==> config.mk <==
export PLATFORM = sky130hd
export DESIGN_NAME = reg_writeback_queue
export DESIGN_NICKNAME = d
export VERILOG_FILES = /design/src/rtl/mips_pkg.sv /design/src/rtl/wb_fifo.sv /design/src/rtl/reg_writeback_queue.sv
export SDC_FILE = /design/constraint.sdc
export NUM_CORES = 1
export LEC_CHECK = 0
export BUFFER_PORTS_ARGS = -buffer_cell sky130_fd_sc_hd__buf_2
export CAP_MARGIN = 20
export CORE_UTILIZATION = 51
export DETAILED_ROUTE_END_ITERATION = 8
export GPL_ROUTABILITY_DRIVEN = 0
export PLACE_DENSITY = 0.8
export SYNTH_ARGS = -nofsm -noshare
export SYNTH_HDL_FRONTEND = slang
export SYNTH_HIERARCHICAL = 1
export SYNTH_SLANG_ARGS = --single-unit
==> constraint.sdc <==
create_clock -name clk -period 4.18 [get_ports clk]
set_input_delay 0.627 -clock clk [delete_from_list [all_inputs] [get_ports clk]]
set_output_delay 0.627 -clock clk [all_outputs]
set_load 0.03 [all_outputs]
==> src/rtl/mips_pkg.sv <==
// Shared datapath widths and the write-back entry format used between the
// execute stages and the register file write port.
package mips_pkg;

    localparam int REG_ADDR_W = 5;
    localparam int DATA_W     = 32;

    typedef struct packed {
        logic [4:0]  index;
        logic [31:0] data;
    } wb_entry_t;

endpackage

==> src/rtl/wb_fifo.sv <==
// Circular buffer of pending write-back entries. Exposes every slot in age
// order (oldest first) together with an occupancy-derived valid bit.
module wb_fifo
    import mips_pkg::*;
#(
    parameter int DEPTH = 2
) (
    input  logic                    clk,
    input  logic                    reset,
    input  logic                    push_i,
    input  wb_entry_t               push_entry_i,
    input  logic                    pop_i,
    output wb_entry_t               head_o,
    output logic                    full_o,
    output logic                    empty_o,
    output logic [$clog2(DEPTH):0]  count_o,
    output wb_entry_t               age_entry_o [DEPTH],
    output logic [DEPTH-1:0]        age_valid_o
);

    localparam int PTR_W = $clog2(DEPTH);
    localparam int CNT_W = PTR_W + 1;

    wb_entry_t          mem_q [DEPTH];
    logic [PTR_W-1:0]   wr_ptr_q, wr_ptr_d;
    logic [PTR_W-1:0]   rd_ptr_q, rd_ptr_d;
    logic [CNT_W-1:0]   count_q, count_d;
    logic               do_push;
    logic               do_pop;

    assign full_o  = (count_q == CNT_W'(DEPTH));
    assign empty_o = (count_q == '0);
    assign count_o = count_q;
    assign head_o  = mem_q[rd_ptr_q];

    // A push into a full buffer is legal only when the head leaves this cycle.
    assign do_pop  = pop_i && !empty_o;
    assign do_push = push_i && (!full_o || do_pop);

    // NOTE: every comb output gets a value before any branch, so no latch is inferred.
    always_comb begin
        wr_ptr_d = wr_ptr_q;
        rd_ptr_d = rd_ptr_q;
        count_d  = count_q;
        if (do_push) begin
            wr_ptr_d = wr_ptr_q + PTR_W'(1);
        end
        if (do_pop) begin
            rd_ptr_d = rd_ptr_q + PTR_W'(1);
        end
        unique case ({do_push, do_pop})
            2'b10:   count_d = count_q + CNT_W'(1);
            2'b01:   count_d = count_q - CNT_W'(1);
            default: count_d = count_q;
        endcase
    end

    // NOTE: state registers use non-blocking assignments so all flops update together.
    always_ff @(posedge clk) begin
        if (reset) begin
            wr_ptr_q <= '0;
            rd_ptr_q <= '0;
            count_q  <= '0;
        end else begin
            wr_ptr_q <= wr_ptr_d;
            rd_ptr_q <= rd_ptr_d;
            count_q  <= count_d;
        end
    end

    // NOTE: storage is not reset; the valid bits derived from count_q mask stale slots.
    always_ff @(posedge clk) begin
        if (do_push) begin
            mem_q[wr_ptr_q] <= push_entry_i;
        end
    end

    always_comb begin
        for (int k = 0; k < DEPTH; k++) begin
            age_entry_o[k] = mem_q[rd_ptr_q + PTR_W'(k)];
            age_valid_o[k] = (CNT_W'(k) < count_q);
        end
    end

endmodule

==> src/rtl/reg_writeback_queue.sv <==
// Write-side initiator for the register file: buffers results, drains one per
// cycle when the port is free, and forwards pending values to decode reads.
module reg_writeback_queue
    import mips_pkg::*;
#(
    parameter int DEPTH = 2
) (
    input  logic                    clk,
    input  logic                    reset,
    input  logic                    res_valid,
    output logic                    res_ready,
    input  logic [REG_ADDR_W-1:0]   res_index,
    input  logic [DATA_W-1:0]       res_data,
    input  logic                    port_busy,
    output logic [REG_ADDR_W-1:0]   rd_index,
    output logic [DATA_W-1:0]       rd_data,
    output logic                    write_enable,
    input  logic [REG_ADDR_W-1:0]   rs_index,
    input  logic [REG_ADDR_W-1:0]   rt_index,
    input  logic [DATA_W-1:0]       rs_rf_data,
    input  logic [DATA_W-1:0]       rt_rf_data,
    output logic [DATA_W-1:0]       rs_data,
    output logic [DATA_W-1:0]       rt_data,
    output logic [$clog2(DEPTH):0]  pending
);

    wb_entry_t          head;
    wb_entry_t          push_entry;
    wb_entry_t          age_entry [DEPTH];
    logic [DEPTH-1:0]   age_valid;
    logic               full;
    logic               empty;
    logic               pop;
    logic               push;

    assign pop          = !empty && !port_busy;
    assign res_ready    = !full || pop;
    // Writes to register 0 are accepted from the producer but never queued.
    assign push         = res_valid && res_ready && (res_index != '0);
    assign push_entry   = '{index: res_index, data: res_data};

    assign write_enable = pop;
    assign rd_index     = pop ? head.index : '0;
    assign rd_data      = pop ? head.data  : '0;

    wb_fifo #(
        .DEPTH (DEPTH)
    ) u_fifo (
        .clk          (clk),
        .reset        (reset),
        .push_i       (push),
        .push_entry_i (push_entry),
        .pop_i        (pop),
        .head_o       (head),
        .full_o       (full),
        .empty_o      (empty),
        .count_o      (pending),
        .age_entry_o  (age_entry),
        .age_valid_o  (age_valid)
    );

    // Scan oldest to youngest so the last match, the youngest, overrides.
    always_comb begin
        rs_data = rs_rf_data;
        rt_data = rt_rf_data;
        for (int k = 0; k < DEPTH; k++) begin
            if (age_valid[k] && (age_entry[k].index == rs_index)) begin
                rs_data = age_entry[k].data;
            end
            if (age_valid[k] && (age_entry[k].index == rt_index)) begin
                rt_data = age_entry[k].data;
            end
        end
        if (rs_index == '0) begin
            rs_data = '0;
        end
        if (rt_index == '0) begin
            rt_data = '0;
        end
    end

endmodule
==> metrics list <==
- After detailed placement, the total cell area comes to 7110 sq um.
* Core area: 11700 sq um
* Buffers from clock root to sink, at most: 2
* Core Rows: 39
- Top achievable clock speed: 248 MHz
- Via total after detailed routing: 6168
- The number of global-route vias before repair was 6191.
* Final standard cell area without fillers: 7480 sq um
- After synthesis the netlist holds a flip-flop and latch count of 79.
- Overall power consumption after layout is estimated at 3.50 mW.
* Reg2reg setup slack: 1.18 ns
* Cell breakdown of the critical path: mux2_2 -> xnor2_1 -> nand4_1 -> or2_1 -> buf_4 -> a311oi_1 -> buf_2
- The worst setup path is captured at a primary output.
- Ys Warns: 6
- Static Leakage: 2.76 nW
- Syn Nets: 772
- Max-Slew Margin vs Limit: 0.351
* Worst reg2reg path startpoint: u_fifo/count_o[1]
* Finished Core Util: 0.641
- Synthesized netlist cell count: 653
- For this design, the sink count on the clock tree is 79.
- The tree is rooted in a clkbuf_16.
- Multi-input gate area in the final layout: 3350 sq um
- Pwr Density: 468 nW/um^2
- Area occupied by registers: 2320 sq um
* Number of DRC violations after detailed-routing iteration 0: 768
- The worst register-to-register path ends at u_fifo/mem_q[1][6].
- Insertion delay to the later sink of the worst-skew pair: 0.33 ns
- Setup TNS: 0 ns
* Routed vias/inst: 6.50
* First-pass GRT wire length: 31.2 mm
* Initial core utilization: 0.534
* Placed Cells: 930
- Antenna violations before repair: 1
- Horizontal die dimension: 112 um
- For this run, the detailed router's first-pass iteration total came to 6.
- Number of cells on the worst hold path: 1
* Worst VDD drop: 0.000360 V
* R2R cell count: 7
- Post-synthesis cell type count: 32
* Cells resized by post-CTS repair: 0
* Post-Route WL: 20.1 mm
- OpenSTA, run right after detailed placement, puts the worst setup slack at 0.551 ns.
- Number of routed nets with antenna violations: 0
- Hold endpoint: u_fifo/mem_q[1][21]
- Along the worst path, the maximum fanout reaches 21.
- A synthesized cell averages 9.53 sq um.
* Number of cells in the finished layout apart from fillers: 949
- Gr ovfl total: 0
- Share of post-route cells with drive strength above 1: 0.416
- Post-CTS setup buffer count: 0
* Total count of hold-check failures in the final report: 0
- Count of nets after finishing: 919
* Number of buffers and inverters on the critical path: 2
* Cell count along the critical path: 7
- Clk pin slew, worst setup/hold paths: 0.06 ns
- Min Tclk post-route: 4.03 ns
- At the worst endpoint, the required time is 3.55 ns.
- The path class of the tightest hold or removal check is in -> reg.
- Dividing the detail-routed wire length by the instance count gives 21.2 um.
* Crit-path leading delay family: flip-flops
- The worst setup path is launched from a register.
- Number of max-capacitance violations reported: 0
* Clock Skew: 0.00569 ns
* Unrepaired setup endpoints after global routing: false
- Setup violations remaining at the end of the flow were counted as 0.
- 220 I/O pins were placed.
- Worst Max-Slew Pin Slew: 0.974 ns
- In this run, CTS created clock tree buffers numbering 9.
* Final worst setup slack: 0.146 ns
- Final cycle utilization of the critical path: 0.965
- Number of H-tree levels: 3
* Die ar.: 12600 sq um
- For this run, the total global-route usage over all layers was measured as 0.314.
* P&R area growth vs syn: 20.2%
- Vertical die dimension: 112 um
- Detailed placement ended at an HPWL of 13.5 mm.
* HP Start: res_data[21]
* CP max stage delay: 0.69 ns
- The share of the Yosys chip area taken by registers is 0.373.
- For this design, the CTS-stage hold fixing added 0 buffers.
- Cell area after synthesis: 6220 sq um
- Count of filler cells inserted in the layout: 971
- Arrival time worst endpoint: 3.41 ns
- Entering global routing, the biggest net connects 41 pins.
- TritonCTS built the clock tree.
* Class of the most critical setup path: reg -> out
- The run finished with clean final reports.
- After detailed routing, the number of remaining DRC violations is 0.
- Buffers placed on the I/O ports in this run total 219.
- Final hold slack: 0.484 ns
* Slowest-stage cell, CP: dfxtp_2
- The number of pins with negative max-slew slack in the final report came to 0.
## layout make-up
| cell class | count | share of cell area |
|---|---|---|
| tap | 143 | 0.0239 |
| clock inverter | 7 | 0.0127 |
| inverter | 5 | 0.00251 |
| multi-input combinational | 466 | 0.448 |
| timing repair buffer | 239 | 0.172 |
| clock buffer | 9 | 0.0301 |
| sequential | 79 | 0.311 |
| antenna | 1 | 0.000335 |
## power by group
| part | switching (mW) | internal [mW] |
|---|---|---|
| clock network | 0.310 | 0.524 |
| logic | 1.06 | 0.521 |
| registers | 0.0746 | 1.01 |
| total | 1.45 | 2.05 |
## cell usage after synthesis
library cell / n / share of area
clkbuf_1: 52 / 0.031
dfxtp_1: 5 / 0.016
nor3_1: 65 / 0.052
nor2b_4: 1 / 0.0022
nand4_1: 6 / 0.0060
inv_1: 5 / 0.0030
nand2b_1: 1 / 0.0010
buf_4: 38 / 0.046
or4_1: 2 / 0.0024
a221oi_2: 1 / 0.0024
and4_1: 2 / 0.0028
xor2_1: 2 / 0.0028
buf_2: 6 / 0.0048
or2_1: 2 / 0.0020
ha_1: 4 / 0.0080
mux2_2: 68 / 0.12
nor2b_1: 3 / 0.0030
nand4_2: 2 / 0.0040
nor2_1: 10 / 0.0060
a21oi_1: 2 / 0.0016
mux2_1: 8 / 0.014
o31a_1: 1 / 0.0014
a311oi_1: 64 / 0.090
o21ai_0: 66 / 0.053
clkbuf_2: 2 / 0.0016
mux2i_1: 2 / 0.0032
xnor2_1: 21 / 0.030
and2_1: 38 / 0.038
nand2_1: 35 / 0.021
or3_1: 60 / 0.060
edfxtp_1: 74 / 0.36
buf_6: 5 / 0.0090
## flip-flops by register name, indices dropped and copies added, names as in the netlist, named ones only
signal	count
u_fifo/count_o	2
u_fifo/mem_q	74
u_fifo/wr_ptr_q	1
u_fifo/rd_ptr_q	1
## routing by layer
layer / wire length (um) / share of wire / global-route usage
met1: 7560 / 0.38 / 0.384
met2: 9960 / 0.50 / 0.535
met3: 1880 / 0.093 / 0.0653
met4: 682 / 0.034 / 0.146
met5: 0 / 0 / 0
## layout by cell type (no fill, tap or decap), types with 3 or more instances in the layout
cell / count
buf_4: 17
nor3_1: 65
nor2_1: 7
or3_1: 60
mux2_1: 8
buf_2: 219
edfxtp_1: 74
inv_1: 5
nand4_1: 6
xnor2_1: 21
a311oi_1: 64
dfxtp_1: 3
mux2_2: 68
and2_1: 37
nand2_1: 35
clkbuf_16: 9
ha_1: 4
o21ai_0: 66
## kinds of logic after synthesis
logic type	count (synthesis)	share of synthesized area
AO/OA/AOI/OAI	134	0.149
XOR/XNOR	23	0.0324
adder cells (fa/ha/maj)	4	0.00804
buffers and inverters	108	0.0957
flip-flops	79	0.373
multiplexers	78	0.141
AND/OR/NAND/NOR	227	0.201
## worst register-to-register path: cells and delay by family (launching register included)
kind            cells  cell delay (ns)
simple gates        3             1.12
fa+ha+maj           1             0.27
buf+inv             2             0.48
flops               1             0.40
compound gates      1             0.32
## how the worst max path moves through the flow
| stage | from | end | slack, ns |
|---|---|---|---|
| 4_1_cts | u_fifo/rd_ptr_q | rt_data[20] | 0.20 |
| 6_report | u_fifo/rd_ptr_q | rt_data[20] | 0.15 |
| 2_1_floorplan | u_fifo/count_o[0] | u_fifo/mem_q[0][0] | 0.46 |
| 5_1_grt | u_fifo/rd_ptr_q | rt_data[20] | 0.03 |
| 3_5_place_dp | u_fifo/rd_ptr_q | rt_data[20] | 0.55 |
| 3_3_place_gp | u_fifo/rd_ptr_q | rt_data[20] | 0.64 |
(Power assumes the default switching activity.)
